**config.mk**
```make
export PLATFORM = sky130hd
export DESIGN_NAME = adder_arbiter_flat
export DESIGN_NICKNAME = d
export VERILOG_FILES = /design/src/rtl/adder_arbiter_if.sv /design/src/rtl/adder_arbiter.sv /design/src/flat_wrapper.sv
export SDC_FILE = /design/constraint.sdc
export NUM_CORES = 1
export LEC_CHECK = 0
export CORE_MARGIN = 3
export CORE_UTILIZATION = 31
export CTS_BUF_LIST = sky130_fd_sc_hd__clkbuf_4 sky130_fd_sc_hd__clkbuf_8
export DETAILED_ROUTE_END_ITERATION = 8
export GPL_TIMING_DRIVEN = 0
export PLACE_DENSITY = 0.89
export SETUP_SLACK_MARGIN = 0.1
export SYNTH_ARGS = -nofsm -noshare
export SYNTH_HDL_FRONTEND = slang
export SYNTH_SLANG_ARGS = --single-unit
```
**constraint.sdc**
```tcl
create_clock -name clk -period 3.7 [get_ports clk]
set_input_delay 0.74 -clock clk [delete_from_list [all_inputs] [get_ports clk]]
set_output_delay 0.74 -clock clk [all_outputs]
set_load 0.005 [all_outputs]
```
**src/rtl/adder_arbiter_if.sv**
```systemverilog
// adder_arbiter_if
//   Bundles every signal between the round-robin adder arbiter, its N
//   requesters and the shared registered 8-bit adder.
//   Ports (seen from the arbiter, modport slave):
//     req, lock, cin_in [N]      requester controls
//     a_in, b_in [8*N]           packed operands, requester i uses [8i+7:8i]
//     gnt [N]                    one-hot accept (combinational)
//     add_a, add_b, add_cin      operands steered to the adder
//     add_sum, add_cout          registered adder result
//     rsp_valid, rsp_id, rsp_sum, rsp_cout, rsp_chained   tagged response
//   modport master is the requester/adder side of the same bundle.
interface adder_arbiter_if #(
  parameter int N   = 4,
  parameter int IDW = $clog2(N)
);
  logic [N-1:0]   req;
  logic [N-1:0]   lock;
  logic [8*N-1:0] a_in;
  logic [8*N-1:0] b_in;
  logic [N-1:0]   cin_in;
  logic [N-1:0]   gnt;
  logic [7:0]     add_a;
  logic [7:0]     add_b;
  logic           add_cin;
  logic [7:0]     add_sum;
  logic           add_cout;
  logic           rsp_valid;
  logic [IDW-1:0] rsp_id;
  logic [7:0]     rsp_sum;
  logic           rsp_cout;
  logic           rsp_chained;

  modport slave (
    input  req, lock, a_in, b_in, cin_in, add_sum, add_cout,
    output gnt, add_a, add_b, add_cin,
           rsp_valid, rsp_id, rsp_sum, rsp_cout, rsp_chained
  );

  modport master (
    output req, lock, a_in, b_in, cin_in, add_sum, add_cout,
    input  gnt, add_a, add_b, add_cin,
           rsp_valid, rsp_id, rsp_sum, rsp_cout, rsp_chained
  );
endinterface

```
**src/rtl/adder_arbiter.sv**
```systemverilog
// adder_arbiter
//   Shares one registered 8-bit adder between N requesters. One requester
//   is granted per cycle in round-robin order and its operands are steered
//   to the adder; the result comes back one cycle later tagged with the
//   requester id. A requester that asserts lock keeps the adder for its
//   next operation, and that operation takes its carry-in from the
//   previous result's cout (multi-byte additions).
//   Ports:
//     clk  rising-edge clock
//     rst  asynchronous, active-high reset
//     bus  adder_arbiter_if.slave (requests, adder link, responses)
module adder_arbiter #(
  parameter int N   = 4,
  parameter int IDW = $clog2(N)
) (
  input logic           clk,
  input logic           rst,
  adder_arbiter_if.slave bus
);

  logic [IDW-1:0] rr_ptr;
  logic           owner_vld;
  logic [IDW-1:0] owner_id;
  logic           iss_vld;
  logic [IDW-1:0] iss_id;
  logic           iss_chain;

  logic           issue;
  logic           cont;
  logic [IDW-1:0] gnt_idx;
  logic [IDW-1:0] next_ptr;
  int             srch_idx;

  // Grant selection. A lock holder that still requests wins outright (a
  // locked continuation). If it dropped req the lock is simply ignored
  // here, so plain round-robin serves another requester in the same cycle.
  always_comb begin
    issue    = 1'b0;
    cont     = 1'b0;
    gnt_idx  = '0;
    srch_idx = 0;
    if (!rst) begin
      if (owner_vld && bus.req[owner_id]) begin
        issue   = 1'b1;
        cont    = 1'b1;
        gnt_idx = owner_id;
      end else begin
        for (int k = 0; k < N; k++) begin
          srch_idx = int'(rr_ptr) + k;
          if (srch_idx >= N) srch_idx = srch_idx - N;
          if (!issue && bus.req[srch_idx]) begin
            issue   = 1'b1;
            gnt_idx = IDW'(srch_idx);
          end
        end
      end
    end
  end

  // Explicit wrap keeps rr_ptr inside 0..N-1 when N is not a power of two.
  assign next_ptr = (int'(gnt_idx) == N - 1) ? '0 : gnt_idx + 1'b1;

  assign bus.gnt   = issue ? (N'(1) << gnt_idx) : '0;
  assign bus.add_a = issue ? bus.a_in[int'(gnt_idx)*8 +: 8] : 8'h00;
  assign bus.add_b = issue ? bus.b_in[int'(gnt_idx)*8 +: 8] : 8'h00;
  // add_cout currently holds the result of the owner's previous locked
  // operation, which is exactly the carry the continuation needs.
  assign bus.add_cin = cont ? bus.add_cout : (issue & bus.cin_in[gnt_idx]);

  // Arbitration, lock and issue-stage state. Without an issue the lock
  // is dropped: the owner no longer requests, so it has let go.
  always_ff @(posedge clk or posedge rst) begin
    if (rst) begin
      rr_ptr    <= '0;
      owner_vld <= 1'b0;
      owner_id  <= '0;
      iss_vld   <= 1'b0;
      iss_id    <= '0;
      iss_chain <= 1'b0;
    end else if (issue) begin
      rr_ptr    <= next_ptr;
      owner_vld <= bus.lock[gnt_idx];
      owner_id  <= gnt_idx;
      iss_vld   <= 1'b1;
      iss_id    <= gnt_idx;
      iss_chain <= cont;
    end else begin
      owner_vld <= 1'b0;
      iss_vld   <= 1'b0;
      iss_chain <= 1'b0;
    end
  end

  assign bus.rsp_valid   = iss_vld;
  assign bus.rsp_id      = iss_id;
  assign bus.rsp_chained = iss_chain;
  assign bus.rsp_sum     = bus.add_sum;
  assign bus.rsp_cout    = bus.add_cout;

endmodule

```
**src/flat_wrapper.sv**
```systemverilog
// flat-port wrapper written by rule: the top's interface ports become plain ports
module adder_arbiter_flat 
#(
  parameter int N   = 4,
  parameter int IDW = $clog2(N)
)
  (clk, rst, bus_req, bus_lock, bus_a_in, bus_b_in, bus_cin_in, bus_add_sum, bus_add_cout, bus_gnt, bus_add_a, bus_add_b, bus_add_cin, bus_rsp_valid, bus_rsp_id, bus_rsp_sum, bus_rsp_cout, bus_rsp_chained);
  adder_arbiter_if #(.N(N), .IDW(IDW)) bus_i ();
  input logic clk;
  input logic rst;
  input wire logic [$bits(bus_i.req)-1:0] bus_req;
  input wire logic [$bits(bus_i.lock)-1:0] bus_lock;
  input wire logic [$bits(bus_i.a_in)-1:0] bus_a_in;
  input wire logic [$bits(bus_i.b_in)-1:0] bus_b_in;
  input wire logic [$bits(bus_i.cin_in)-1:0] bus_cin_in;
  input wire logic [$bits(bus_i.add_sum)-1:0] bus_add_sum;
  input wire logic [$bits(bus_i.add_cout)-1:0] bus_add_cout;
  output wire logic [$bits(bus_i.gnt)-1:0] bus_gnt;
  output wire logic [$bits(bus_i.add_a)-1:0] bus_add_a;
  output wire logic [$bits(bus_i.add_b)-1:0] bus_add_b;
  output wire logic [$bits(bus_i.add_cin)-1:0] bus_add_cin;
  output wire logic [$bits(bus_i.rsp_valid)-1:0] bus_rsp_valid;
  output wire logic [$bits(bus_i.rsp_id)-1:0] bus_rsp_id;
  output wire logic [$bits(bus_i.rsp_sum)-1:0] bus_rsp_sum;
  output wire logic [$bits(bus_i.rsp_cout)-1:0] bus_rsp_cout;
  output wire logic [$bits(bus_i.rsp_chained)-1:0] bus_rsp_chained;
  assign bus_i.req = bus_req;
  assign bus_i.lock = bus_lock;
  assign bus_i.a_in = bus_a_in;
  assign bus_i.b_in = bus_b_in;
  assign bus_i.cin_in = bus_cin_in;
  assign bus_i.add_sum = bus_add_sum;
  assign bus_i.add_cout = bus_add_cout;
  assign bus_gnt = bus_i.gnt;
  assign bus_add_a = bus_i.add_a;
  assign bus_add_b = bus_i.add_b;
  assign bus_add_cin = bus_i.add_cin;
  assign bus_rsp_valid = bus_i.rsp_valid;
  assign bus_rsp_id = bus_i.rsp_id;
  assign bus_rsp_sum = bus_i.rsp_sum;
  assign bus_rsp_cout = bus_i.rsp_cout;
  assign bus_rsp_chained = bus_i.rsp_chained;
  adder_arbiter #(.N(N), .IDW(IDW)) u_core (.clk(clk), .rst(rst), .bus(bus_i));
endmodule
```
==> run summary <==
Worst path required time: 2.96 ns
Crit path capture type: output pin
Crit path cell chain: buf_2 -> mux2i_1 -> o22a_1 -> nand3b_1 -> and2_1 -> clkbuf_2 -> buf_6 -> buf_4 -> mux2i_1 -> o22ai_1 -> clkdlybuf4s50_1
Synth top area share: 0.340
Sequential cell area fraction in the yosys report: 0.161
Xor/xnor share of the synthesized area: 0
Net Count, Synth: 223
Worst setup endpoint: bus_add_a[7]
PD cells: 313 mW/mm^2
Die Height: 65.3 um
CP max stage delay: 0.53 ns
Synth Area in Adders: 0.0460
Post-Synth Simple-Gate Area: 0.115
Clk pin slew, worst setup/hold paths: 0.05 ns
Slew @ Worst Pin: 0.446 ns
Max Clk Rate: 282 MHz
Clock root buffer: clkbuf_4
Part of the cycle the worst path needs: 0.960
Largest net degree at the start of global routing: 12
Worst Hold Depth: 2
Post-DRT Antenna Nets: 0
Count of cell types in the netlist: 28
Worst-path fanout max: 6
CTS tree: done
Post-synthesis mux area share: 0.351
Largest family of logic cells by synthesized area: multiplexers
Switch Pwr: 276 uW
Non-Filler Instances: 301
Max transition margin: 0.702
RR Startpoint: u_core.owner_id[0]
Synth Instances: 132
Core Rows: 20
First-pass GRT wire length: 6.90 mm
Max Slew Vio Count: 0
Worst EP arrival: 2.81 ns
Clock skew: 0.000190 ns
Antenna cell count: 0
Switch share: 0.368
CTS max path bufs: 2
Drt total wl: 4.67 mm
Final setup viols: 0
Clk Latency, worst-skew pair: 0.26 ns
Yosys top cell by area: mux2i_1
TritonRoute pass-1 iters: 4
Layout cells sized above 1: 0.156
Vias in the first global route: 1,533
Reg-to-reg setup timing slack: 1.26 ns
Placed Cells: 288
Max-Cap Viols: 0
Synth area leaders: mux2i_1, dfrtp_1, o22ai_1
Syn. warnings: 0
Crit path time final: 3.55 ns
Die W: 65.3 um
Clk sink count: 7
Total GRT Usage: 0.207
Crit-path most repeated cell: mux2i_1
Synth Cell Area: 0.00109 mm^2
DP HPWL: 3.70 mm
Class of the worst hold path: reg -> reg
IO Pins: 121
Sum Neg Setup Slack: 0 ns
Placed inst area: 0.00226 mm^2
P_leak: 1.32 nW
Internal: 474 uW
Avg Cell Area, Syn: 8.25 um^2
Fillers: 275
Slowest-stage cell, CP: clkdlybuf4s50_1
Kind of critical path: in -> out
Clock power frac: 0.108
Critical path launch point type: input pin
Grt ovf: 0
Maximum vdd ir drop: 0.155 mV
Layout area overhead: 120%
Via count of the routed design: 1,456
Compound-cell area share of the yosys netlist: 0.191
Post-route DRC: 0
Final hold violations: 0
Register bit total from synthesis: 7
RSZ-0062 raised after global routing: no
Layout net count: 349
Initial Utilization: 0.340
Hold_buf cts: 0
Die Area: 0.00426 mm^2
CTS buffer count: 3
DR vias/cell: 4.84
H-tree Lvls: 1
R2r worst-path depth: 10
Initial antenna violation count: 0
Worst flop-to-flop path endpoint: u_core.rr_ptr[1]
RD Place Congestion: 0.763
Port Buffers: 112
Iter 0 DRT Violations: 69
Sequential Power Share: 0.152
Comb pwr share: 0.740
WL per Instance: 15.5 um
Cell area after layout: 0.00240 mm^2
Worst setup path start: bus_req[1]
Core ar.: 0.00320 mm^2
Outcome: completed
worst min path at each step:
stage / start / to
final: u_core.rr_ptr[0] / u_core.rr_ptr[0]
after global routing: rst / u_core.rr_ptr[0]
after CTS: u_core.rr_ptr[0] / u_core.rr_ptr[0]
after detailed placement: u_core.rr_ptr[0] / u_core.rr_ptr[0]
after global placement: u_core.rr_ptr[0] / u_core.rr_ptr[0]
after floorplan: u_core.rr_ptr[0] / u_core.rr_ptr[0]
placed cells by master (no fill, tap or decap), types with 4 or more instances in the layout:
master | netlist | layout
o22ai_1 | 17 | 17
nand2_1 | 5 | 4
dlygate4sd2_1 | 0 | 7
dlymetal6s2s_1 | 0 | 12
buf_4 | 9 | 20
mux2i_1 | 37 | 37
and2_1 | 6 | 6
dfrtp_1 | 7 | 7
inv_1 | 8 | 6
buf_2 | 2 | 4
o21ai_0 | 5 | 5
clkdlybuf4s50_1 | 0 | 89
ha_1 | 4 | 4
clkbuf_4 | 0 | 4
nor2_1 | 5 | 5
metrics by stage:
stage                     power, mW  utilization  setup WS [ns]  hold WS, ns
final                         0.750        0.748          0.148        0.542
after floorplan               0.388            -          0.755        0.493
after global placement        0.642        0.707         -0.371        0.518
after CTS                     0.754        0.737         0.0801        0.546
after detailed placement      0.653        0.707         -0.408        0.534
after global routing          0.805        0.748         0.0556        0.577
synth_stat cells:
master,n
mux2i_1,37
a21oi_1,3
o31ai_1,1
o21ai_0,5
buf_2,2
and2_1,6
nand2_1,5
o22ai_1,17
or2_2,1
nand3b_1,1
nor4_1,1
nand3_1,1
o211a_1,1
nor2_1,5
nor2b_1,1
inv_1,8
buf_6,2
o22a_1,1
clkbuf_1,5
mux2_2,1
buf_4,9
nand4_1,1
a211oi_1,3
nand2b_1,2
dfrtp_1,7
ha_1,4
a21boi_0,1
o21ai_1,1
flip-flops by register name, summed over array words and instances, names as in the netlist:
name                    count
u_core.owner_id             2
u_core.rr_ptr               2
u_core.bus.rsp_chained      1
u_core.bus.rsp_valid        1
u_core.owner_vld            1
cells by family (layout without fill, tap and decap cells):
kind of cell             count (synthesis)  after routing
AO/OA/AOI/OAI                           33             33
adder cells (fa/ha/maj)                  4              4
buffers and inverters                   26            151
flip-flops                               7              7
multiplexers                            38             38
AND/OR/NAND/NOR                         24             24
metal layers:
layer	part of all wire	up-vias	track usage
met2	0.56	71	0.410
met4	0.0047	0	0.0466
met3	0.098	2	0.0735
met5	0	-	0
li1	-	726	-
met1	0.34	657	0.202
power by group through the flow:
stage          clock, mW  sequential [mW]  combinational (mW)
6_report          0.0810            0.114               0.555
2_1_floorplan          0            0.111               0.277
4_1_cts           0.0800            0.113               0.561
5_1_grt           0.0868            0.117               0.601
3_5_place_dp           0            0.114               0.539
3_3_place_gp           0            0.113               0.529
repair_timing:
| action | in CTS | in global routing |
|---|---|---|
| buffers inserted | 7 | 2 |
| resized for setup | 30 | 18 |
| setup endpoints to repair | 21 | 15 |
| pin swaps | 3 | 2 |
worst max-delay path, delay by kind of cell:
kind	cells	cell delay (ns)
and+or+nand+nor	2	0.38
buffers and inverters	5	1.10
AOI/OAI and AO/OA	2	0.36
muxes	2	0.24
cell type report:
class	count	area, um^2	share of cell area
plain buffers	18	128	0.0533
clock buffers	4	30.0	0.0125
inverters	8	32.5	0.0136
multi-input cells	99	786	0.328
flip-flops and latches	7	175	0.0731
well taps	44	55.1	0.0230
repair buffers	121	1190	0.497
Power figures use the tool's default switching activity.
